## src/rtl/div_pkg.sv

```systemverilog
// Shared encodings and constants for the radix-4 divider sequencing controller.
package div_pkg;

  localparam int DIV_XLEN = 32;

  // op[0] selects unsigned, op[1] selects remainder
  localparam logic [1:0] OP_DIV  = 2'd0;
  localparam logic [1:0] OP_DIVU = 2'd1;
  localparam logic [1:0] OP_REM  = 2'd2;
  localparam logic [1:0] OP_REMU = 2'd3;

  typedef enum logic [2:0] {
    IDLE = 3'd0,
    PREP = 3'd1,
    ITER = 3'd2,
    POST = 3'd3,
    DONE = 3'd4
  } state_t;

  localparam logic [DIV_XLEN-1:0] DIV0_Q = '1;
  localparam logic [DIV_XLEN-1:0] OVF_A  = 32'h8000_0000;
  localparam logic [DIV_XLEN-1:0] OVF_B  = '1;
  localparam logic [DIV_XLEN-1:0] OVF_Q  = 32'h8000_0000;
  localparam logic [DIV_XLEN-1:0] OVF_R  = '0;

endpackage

```

## src/rtl/div_ctrl_if.sv

```systemverilog
// Request/response bundle between the issue logic (master) and the divider controller (slave).
interface div_ctrl_if #(
  parameter int XLEN  = 32,
  parameter int TAG_W = 5
);
  // Both channels: a transfer happens on a rising edge where valid && ready; the sender
  // holds its payload stable while valid is high, and ready never depends on valid.
  logic             req_valid;
  logic             req_ready;
  logic [1:0]       req_op;
  logic [XLEN-1:0]  req_a;
  logic [XLEN-1:0]  req_b;
  logic [TAG_W-1:0] req_tag;
  logic             resp_valid;
  logic             resp_ready;
  logic [XLEN-1:0]  resp_data;
  logic [TAG_W-1:0] resp_tag;

  modport master (
    output req_valid, req_op, req_a, req_b, req_tag, resp_ready,
    input  req_ready, resp_valid, resp_data, resp_tag
  );

  modport slave (
    input  req_valid, req_op, req_a, req_b, req_tag, resp_ready,
    output req_ready, resp_valid, resp_data, resp_tag
  );
endinterface

```

## src/rtl/div_special.sv

```systemverilog
// Divide-by-zero and signed-overflow detection with the architecturally defined results.
module div_special
  import div_pkg::*;
#(
  parameter int XLEN = DIV_XLEN
) (
  input  logic [1:0]      op,
  input  logic [XLEN-1:0] a,
  input  logic [XLEN-1:0] b,
  output logic            hit,
  output logic [XLEN-1:0] data
);
  logic div0;
  logic ovf;

  assign div0 = (b == '0);
  assign ovf  = !op[0] && (a == XLEN'(OVF_A)) && (b == XLEN'(OVF_B));
  assign hit  = div0 || ovf;

  always_comb begin
    data = '0;
    if (div0) begin
      data = op[1] ? a : XLEN'(DIV0_Q);
    end else if (ovf) begin
      data = op[1] ? XLEN'(OVF_R) : XLEN'(OVF_Q);
    end
  end
endmodule

```

## src/rtl/div_ctrl.sv

```systemverilog
// Sequencing controller for the iterative radix-4 divider: accept, load, step, correct, respond.
module div_ctrl
  import div_pkg::*;
#(
  parameter int XLEN  = 32,
  parameter int TAG_W = 5,
  parameter int CNT_W = 5
) (
  input  logic            clk,
  input  logic            rst_n,
  div_ctrl_if.slave       bus,
  input  logic            flush,
  output logic            dp_load,
  output logic            dp_unsign,
  output logic            dp_iter_en,
  output logic            dp_post,
  input  logic [4:0]      dp_shift,
  input  logic [XLEN-1:0] dp_quot,
  input  logic [XLEN-1:0] dp_rem,
  output state_t          dbg_state
);
  state_t           state;
  state_t           state_nxt;
  logic             accept;
  logic             sp_hit;
  logic [XLEN-1:0]  sp_data;
  logic [1:0]       op_q;
  logic [TAG_W-1:0] tag_q;
  logic [CNT_W-1:0] cnt;
  logic [XLEN-1:0]  resp_data_q;
  logic             fresh;
  logic [XLEN-1:0]  post_data;
  logic             unused_shift_lsb;

  // Radix-4 consumes two bits per step, so the lsb of the shift never matters.
  assign unused_shift_lsb = dp_shift[0];

  assign accept    = (state == IDLE) && bus.req_valid && !flush;
  assign dbg_state = state;

  div_special #(.XLEN(XLEN)) u_special (
    .op   (bus.req_op),
    .a    (bus.req_a),
    .b    (bus.req_b),
    .hit  (sp_hit),
    .data (sp_data)
  );

  always_ff @(posedge clk or negedge rst_n) begin
    if (!rst_n) state <= IDLE;
    else        state <= state_nxt;
  end

  always_comb begin
    state_nxt = state;
    case (state)
      IDLE: if (accept) state_nxt = sp_hit ? DONE : PREP;
      PREP: state_nxt = flush ? IDLE : ITER;
      ITER: begin
        if (flush)                     state_nxt = IDLE;
        else if (cnt == CNT_W'(1))     state_nxt = POST;
      end
      POST: state_nxt = flush ? IDLE : DONE;
      DONE: if (bus.resp_ready) state_nxt = IDLE;
      default: state_nxt = IDLE;
    endcase
  end

  always_comb begin
    bus.req_ready  = 1'b0;
    bus.resp_valid = 1'b0;
    dp_load        = 1'b0;
    dp_iter_en     = 1'b0;
    dp_post        = 1'b0;
    dp_unsign      = op_q[0];
    case (state)
      IDLE: begin
        bus.req_ready = 1'b1;
        dp_load       = accept;
        dp_unsign     = accept && bus.req_op[0];
      end
      ITER:    dp_iter_en     = 1'b1;
      POST:    dp_post        = 1'b1;
      DONE:    bus.resp_valid = 1'b1;
      default: ;
    endcase
  end

  // The corrected result appears the cycle after dp_post, which is the first DONE cycle,
  // so it is forwarded that cycle and held from the register afterwards.
  assign post_data     = op_q[1] ? dp_rem : dp_quot;
  assign bus.resp_data = fresh ? post_data : resp_data_q;
  assign bus.resp_tag  = tag_q;

  always_ff @(posedge clk or negedge rst_n) begin
    if (!rst_n) begin
      op_q        <= '0;
      tag_q       <= '0;
      cnt         <= '0;
      resp_data_q <= '0;
      fresh       <= 1'b0;
    end else begin
      fresh <= (state == POST) && !flush;
      if (fresh) resp_data_q <= post_data;
      if (accept) begin
        op_q  <= bus.req_op;
        tag_q <= bus.req_tag;
        if (sp_hit) resp_data_q <= sp_data;
      end
      if (state == PREP) cnt <= flush ? '0 : CNT_W'(dp_shift[4:1]) + CNT_W'(1);
      if (state == ITER) cnt <= flush ? '0 : cnt - CNT_W'(1);
    end
  end

  a_cnt_live: assert property (@(posedge clk) disable iff (!rst_n) !(dp_iter_en && cnt == '0));

endmodule

```

## src/flat_wrapper.sv

```systemverilog
// flat-port wrapper written by rule: the top's interface ports become plain ports
module div_ctrl_flat import div_pkg::*;
#(
  parameter int XLEN  = 32,
  parameter int TAG_W = 5,
  parameter int CNT_W = 5
)
  (clk, rst_n, flush, dp_load, dp_unsign, dp_iter_en, dp_post, dp_shift, dp_quot, dp_rem, dbg_state, bus_req_valid, bus_req_op, bus_req_a, bus_req_b, bus_req_tag, bus_resp_ready, bus_req_ready, bus_resp_valid, bus_resp_data, bus_resp_tag);
  div_ctrl_if #(.XLEN(XLEN), .TAG_W(TAG_W)) bus_i ();
  input  logic clk;
  input  logic rst_n;
  input  logic flush;
  output logic dp_load;
  output logic dp_unsign;
  output logic dp_iter_en;
  output logic dp_post;
  input  logic [4:0] dp_shift;
  input  logic [XLEN-1:0] dp_quot;
  input  logic [XLEN-1:0] dp_rem;
  output state_t dbg_state;
  input wire logic [$bits(bus_i.req_valid)-1:0] bus_req_valid;
  input wire logic [$bits(bus_i.req_op)-1:0] bus_req_op;
  input wire logic [$bits(bus_i.req_a)-1:0] bus_req_a;
  input wire logic [$bits(bus_i.req_b)-1:0] bus_req_b;
  input wire logic [$bits(bus_i.req_tag)-1:0] bus_req_tag;
  input wire logic [$bits(bus_i.resp_ready)-1:0] bus_resp_ready;
  output wire logic [$bits(bus_i.req_ready)-1:0] bus_req_ready;
  output wire logic [$bits(bus_i.resp_valid)-1:0] bus_resp_valid;
  output wire logic [$bits(bus_i.resp_data)-1:0] bus_resp_data;
  output wire logic [$bits(bus_i.resp_tag)-1:0] bus_resp_tag;
  assign bus_i.req_valid = bus_req_valid;
  assign bus_i.req_op = bus_req_op;
  assign bus_i.req_a = bus_req_a;
  assign bus_i.req_b = bus_req_b;
  assign bus_i.req_tag = bus_req_tag;
  assign bus_i.resp_ready = bus_resp_ready;
  assign bus_req_ready = bus_i.req_ready;
  assign bus_resp_valid = bus_i.resp_valid;
  assign bus_resp_data = bus_i.resp_data;
  assign bus_resp_tag = bus_i.resp_tag;
  div_ctrl #(.XLEN(XLEN), .TAG_W(TAG_W), .CNT_W(CNT_W)) u_core (.clk(clk), .rst_n(rst_n), .bus(bus_i), .flush(flush), .dp_load(dp_load), .dp_unsign(dp_unsign), .dp_iter_en(dp_iter_en), .dp_post(dp_post), .dp_shift(dp_shift), .dp_quot(dp_quot), .dp_rem(dp_rem), .dbg_state(dbg_state));
endmodule
```

## config.mk

```make
export PLATFORM = sky130hd
export DESIGN_NAME = div_ctrl_flat
export DESIGN_NICKNAME = d
export VERILOG_FILES = /design/src/rtl/div_pkg.sv /design/src/rtl/div_ctrl_if.sv /design/src/rtl/div_special.sv /design/src/rtl/div_ctrl.sv /design/src/flat_wrapper.sv
export SDC_FILE = /design/constraint.sdc
export NUM_CORES = 1
export LEC_CHECK = 0
export CAP_MARGIN = 25
export CORE_MARGIN = 2
export CORE_UTILIZATION = 39
export CTS_CLUSTER_SIZE = 40
export DETAILED_ROUTE_END_ITERATION = 16
export HOLD_SLACK_MARGIN = 0.02
export PLACE_DENSITY = 0.88
export SETUP_SLACK_MARGIN = 0.02
export SLEW_MARGIN = 20
export SYNTH_ARGS = -nofsm -noshare
export SYNTH_HDL_FRONTEND = slang
export SYNTH_HIERARCHICAL = 1
export SYNTH_SLANG_ARGS = --single-unit
```

## constraint.sdc

```tcl
create_clock -name clk -period 1.9 [get_ports clk]
set_clock_uncertainty 0.1 [all_clocks]
set_input_delay 0.38 -clock clk [delete_from_list [all_inputs] [get_ports clk]]
set_output_delay 0.38 -clock clk [all_outputs]
set_load 0.02 [all_outputs]
```

==> flow_summary.toml <==
[outcome]
outcome = "finished with violations"
violations = "setup timing"

[clock_tree]
clk_latency_ps = 310
cts_sinks = 48
numCtsBuffers = 5
cts_buffer_depth = 2
htreeDepth = 2
clockRootBuffer = "clkbuf_8"
cts_tree = "yes"
cts.clk_slew.worst_paths_ps = 100

[routing]
remaining_drc_errors = 0
routed_via_density = 5.53
drt-total-wl_mm = 15.8
wl_per_cell_um = 20.1
first_pass_iters = 5
drt_iter0_drc = 293
vias = 4355
drtAntennaViolNets = 0

[sta]
fin_crit_ps = 2460
slew_headroom_pct = 76.1
tightest_slew_ps = 359
setup_violations = 66
fmax_ghz = 0.406
hold_viol_final = 0
drv_slew = 0
finalSetupTns_ps = -22290
period_share_pct = 129
rsz0062_at_grt = "yes"
fin_ws_ps = -560

[power]
p_per_area_nw_per_um2 = 1210
leakage_nw = 3.39
fin_total_pwr_mw = 8.41
peakVddDrop_mv = 1.03

[finish]
fin_cells = 788
drive_gt1_share_pct = 42.4
multiInputGateArea_um2 = 2220
syn_to_final_growth_pct = 110
fill_cells = 384
seqCellArea_um2 = 1200
layout.nets = 828

[logic_synthesis]
syn_avg_cell_area_um2 = 8.64
synthTopCellsByArea = "dfrtp_1 (36%), mux2_1 (10%), a21oi_1 (10%)"
synth_area_um2 = 3300
ys_seq_area_share_pct = 36.4
synth_top_area_share_pct = 36.4
synth_common_cells = "a21oi_1 (67), dfrtp_1 (48), nor2_1 (41)"
ys_ff_latch = 48
yosysMostFrequentCell = "a21oi_1"
syn_inst = 382
synth_flop_cell = "dfrtp_1"
ys_types = 46
yosysTopAreaCell = "dfrtp_1"
ys_warn_count = 6
synthArstFlopShare_pct = 100
synth_edf_count = 0
synth_fp_nets = 530

[critical_path]
critPathSlowestCell = "or4_4"
path_max_fanout = 8
worstPathRequired_ps = 2000
startpoint_type = "input port"
cp-end-kind = "register"
critPathKind = "input port to register"
cp_data_arrival_time_ps = 2560
crit_buf_inv = 4
crit_family = "simple AND/OR/NAND/NOR gates"
slowest_delay_ps = 520
path_cells = "clkdlybuf4s15_1 -> or4_4 -> nor4_4 -> nand4_1 -> o21ai_2 -> inv_2 -> nor2_4 -> buf_6 -> buf_12 -> mux2_4"

[place]
port_buffers = 189
hpwl_mm = 9.64
gp_congestion = 0.913
place_inst = 711
dp_slack_ps = -1150

[global_routing]
grt_most_used_layer = "met2"
met1_usage_pct = 33.6
grtUsageMet3_pct = 5.01
first_global_vias = 4182
grt_start_max_net_pins = 41
overflow = 0
antenna_found_initial = 1
grt_pass1_wl_mm = 20.4
gr-usage-all-layers_pct = 29.2
grtUsageMet2_pct = 53.6

[floorplanning]
dieWidth_um = 96.0
core_um2 = 8220
start_util_pct = 40.2
pin_count = 191
die_area_um2 = 9210
rows = 33
die_h_um = 96.0

[run]
cap_violations = 0

[worst_hold_path]
hp-class = "input port to async pin"
kinds of logic (layout without fill, tap and decap cells):
kind of cell | count (synthesis) | after routing | share of synthesized area [%]
adder cells (fa/ha/maj) | 3 | 3 | 1.14
buffers and inverters | 63 | 362 | 9.03
other | 0 | 2 | 0
AND/OR/NAND/NOR | 116 | 116 | 18.3
flip-flops | 48 | 48 | 36.4
XOR/XNOR | 3 | 3 | 0.797
AO/OA/AOI/OAI | 85 | 85 | 13.7
multiplexers | 64 | 64 | 20.6
where the power goes:
group | total [mW] | switching (mW) | internal, mW | leakage [nW]
logic | 5.95 | 2.70 | 3.25 | 2.79
clock network | 0.769 | 0.379 | 0.390 | 0.0542
registers | 1.69 | 0.226 | 1.47 | 0.544
per-layer routing:
layer / vias to the layer above / part of all wire, %
met1: 2082 / 34
met2: 271 / 52
met4: 0 / 4.7
met5: - / 0
li1: 1939 / -
met3: 63 / 9.3
metrics by stage:
stage               util [%]  hold slack (ps)  instance area, um^2
detailed placement      69.7              192                 5730
finish                  84.4              381                 6930
global placement        69.7              189                 5730
global route            84.3              417                 6930
CTS                     77.7              380                 6380
floorplan                  -            -15.6                 3310
final cells by class:
type / instances / share of cell area (%)
well taps: 105 / 1.89
multi-input cells: 271 / 32.0
flip-flops and latches: 48 / 17.4
repair buffers: 316 / 44.9
clock inverters: 3 / 0.613
diodes: 2 / 0.0722
clock buffers: 5 / 0.992
inverters: 38 / 2.09
state kept, by name (all words and copies together) (netlist names):
name and cells:
u_core/resp_data_q 32, u_core/bus.resp_tag 5, u_core/cnt 5, u_core/dbg_state 3
u_core/op_q 2, u_core/fresh 1
path summary, 6_finish.rpt:
kind	start	to	slack [ps]	depth (start not counted)
min	rst_n	u_core/dbg_state[1]$_DFFE_PN0P_	380	2
max	bus_req_a[16]	u_core/resp_data_q[24]$_DFF_PN0_	-560	10
min in group clk	u_core/bus.resp_tag[1]$_DFFE_PN0P_	u_core/bus.resp_tag[1]$_DFFE_PN0P_	390	2
max reg2reg	u_core/op_q[1]$_DFFE_PN0P_	u_core/resp_data_q[6]$_DFF_PN0_	-110	8
min reg2reg	u_core/bus.resp_tag[1]$_DFFE_PN0P_	u_core/bus.resp_tag[1]$_DFFE_PN0P_	390	2
max in group asynchronous	rst_n	u_core/resp_data_q[27]$_DFF_PN0_	700	3
cells in the final DEF, fill, tap and decap left out, drive strengths merged, types with 3 or more instances in the layout:
master / synthesis / layout
inv: 37 / 38
clkdlybuf4s15: 0 / 3
nor3: 6 / 6
dlygate4sd2: 0 / 11
or4: 3 / 3
clkdlybuf4s50: 0 / 96
clkbuf: 9 / 12
mux2i: 32 / 32
nand4: 9 / 9
nand2: 23 / 23
ha: 3 / 3
buf: 16 / 168
dlymetal6s2s: 0 / 30
nor4: 12 / 12
o21ai: 9 / 9
nor2: 44 / 44
nand3: 6 / 6
mux2: 32 / 32
a21oi: 67 / 67
dfrtp: 48 / 48
what timing repair did:
action / CTS / global route
buffers inserted: 34 / 35
cloned: 3 / 1
setup endpoints to repair: 78 / 70
pin swaps: 48 / 48
endpoints found under the hold margin: 12 / 0
resized for setup: 305 / 126
hold buffers: 1 / 0
Power figures use the tool's default switching activity.
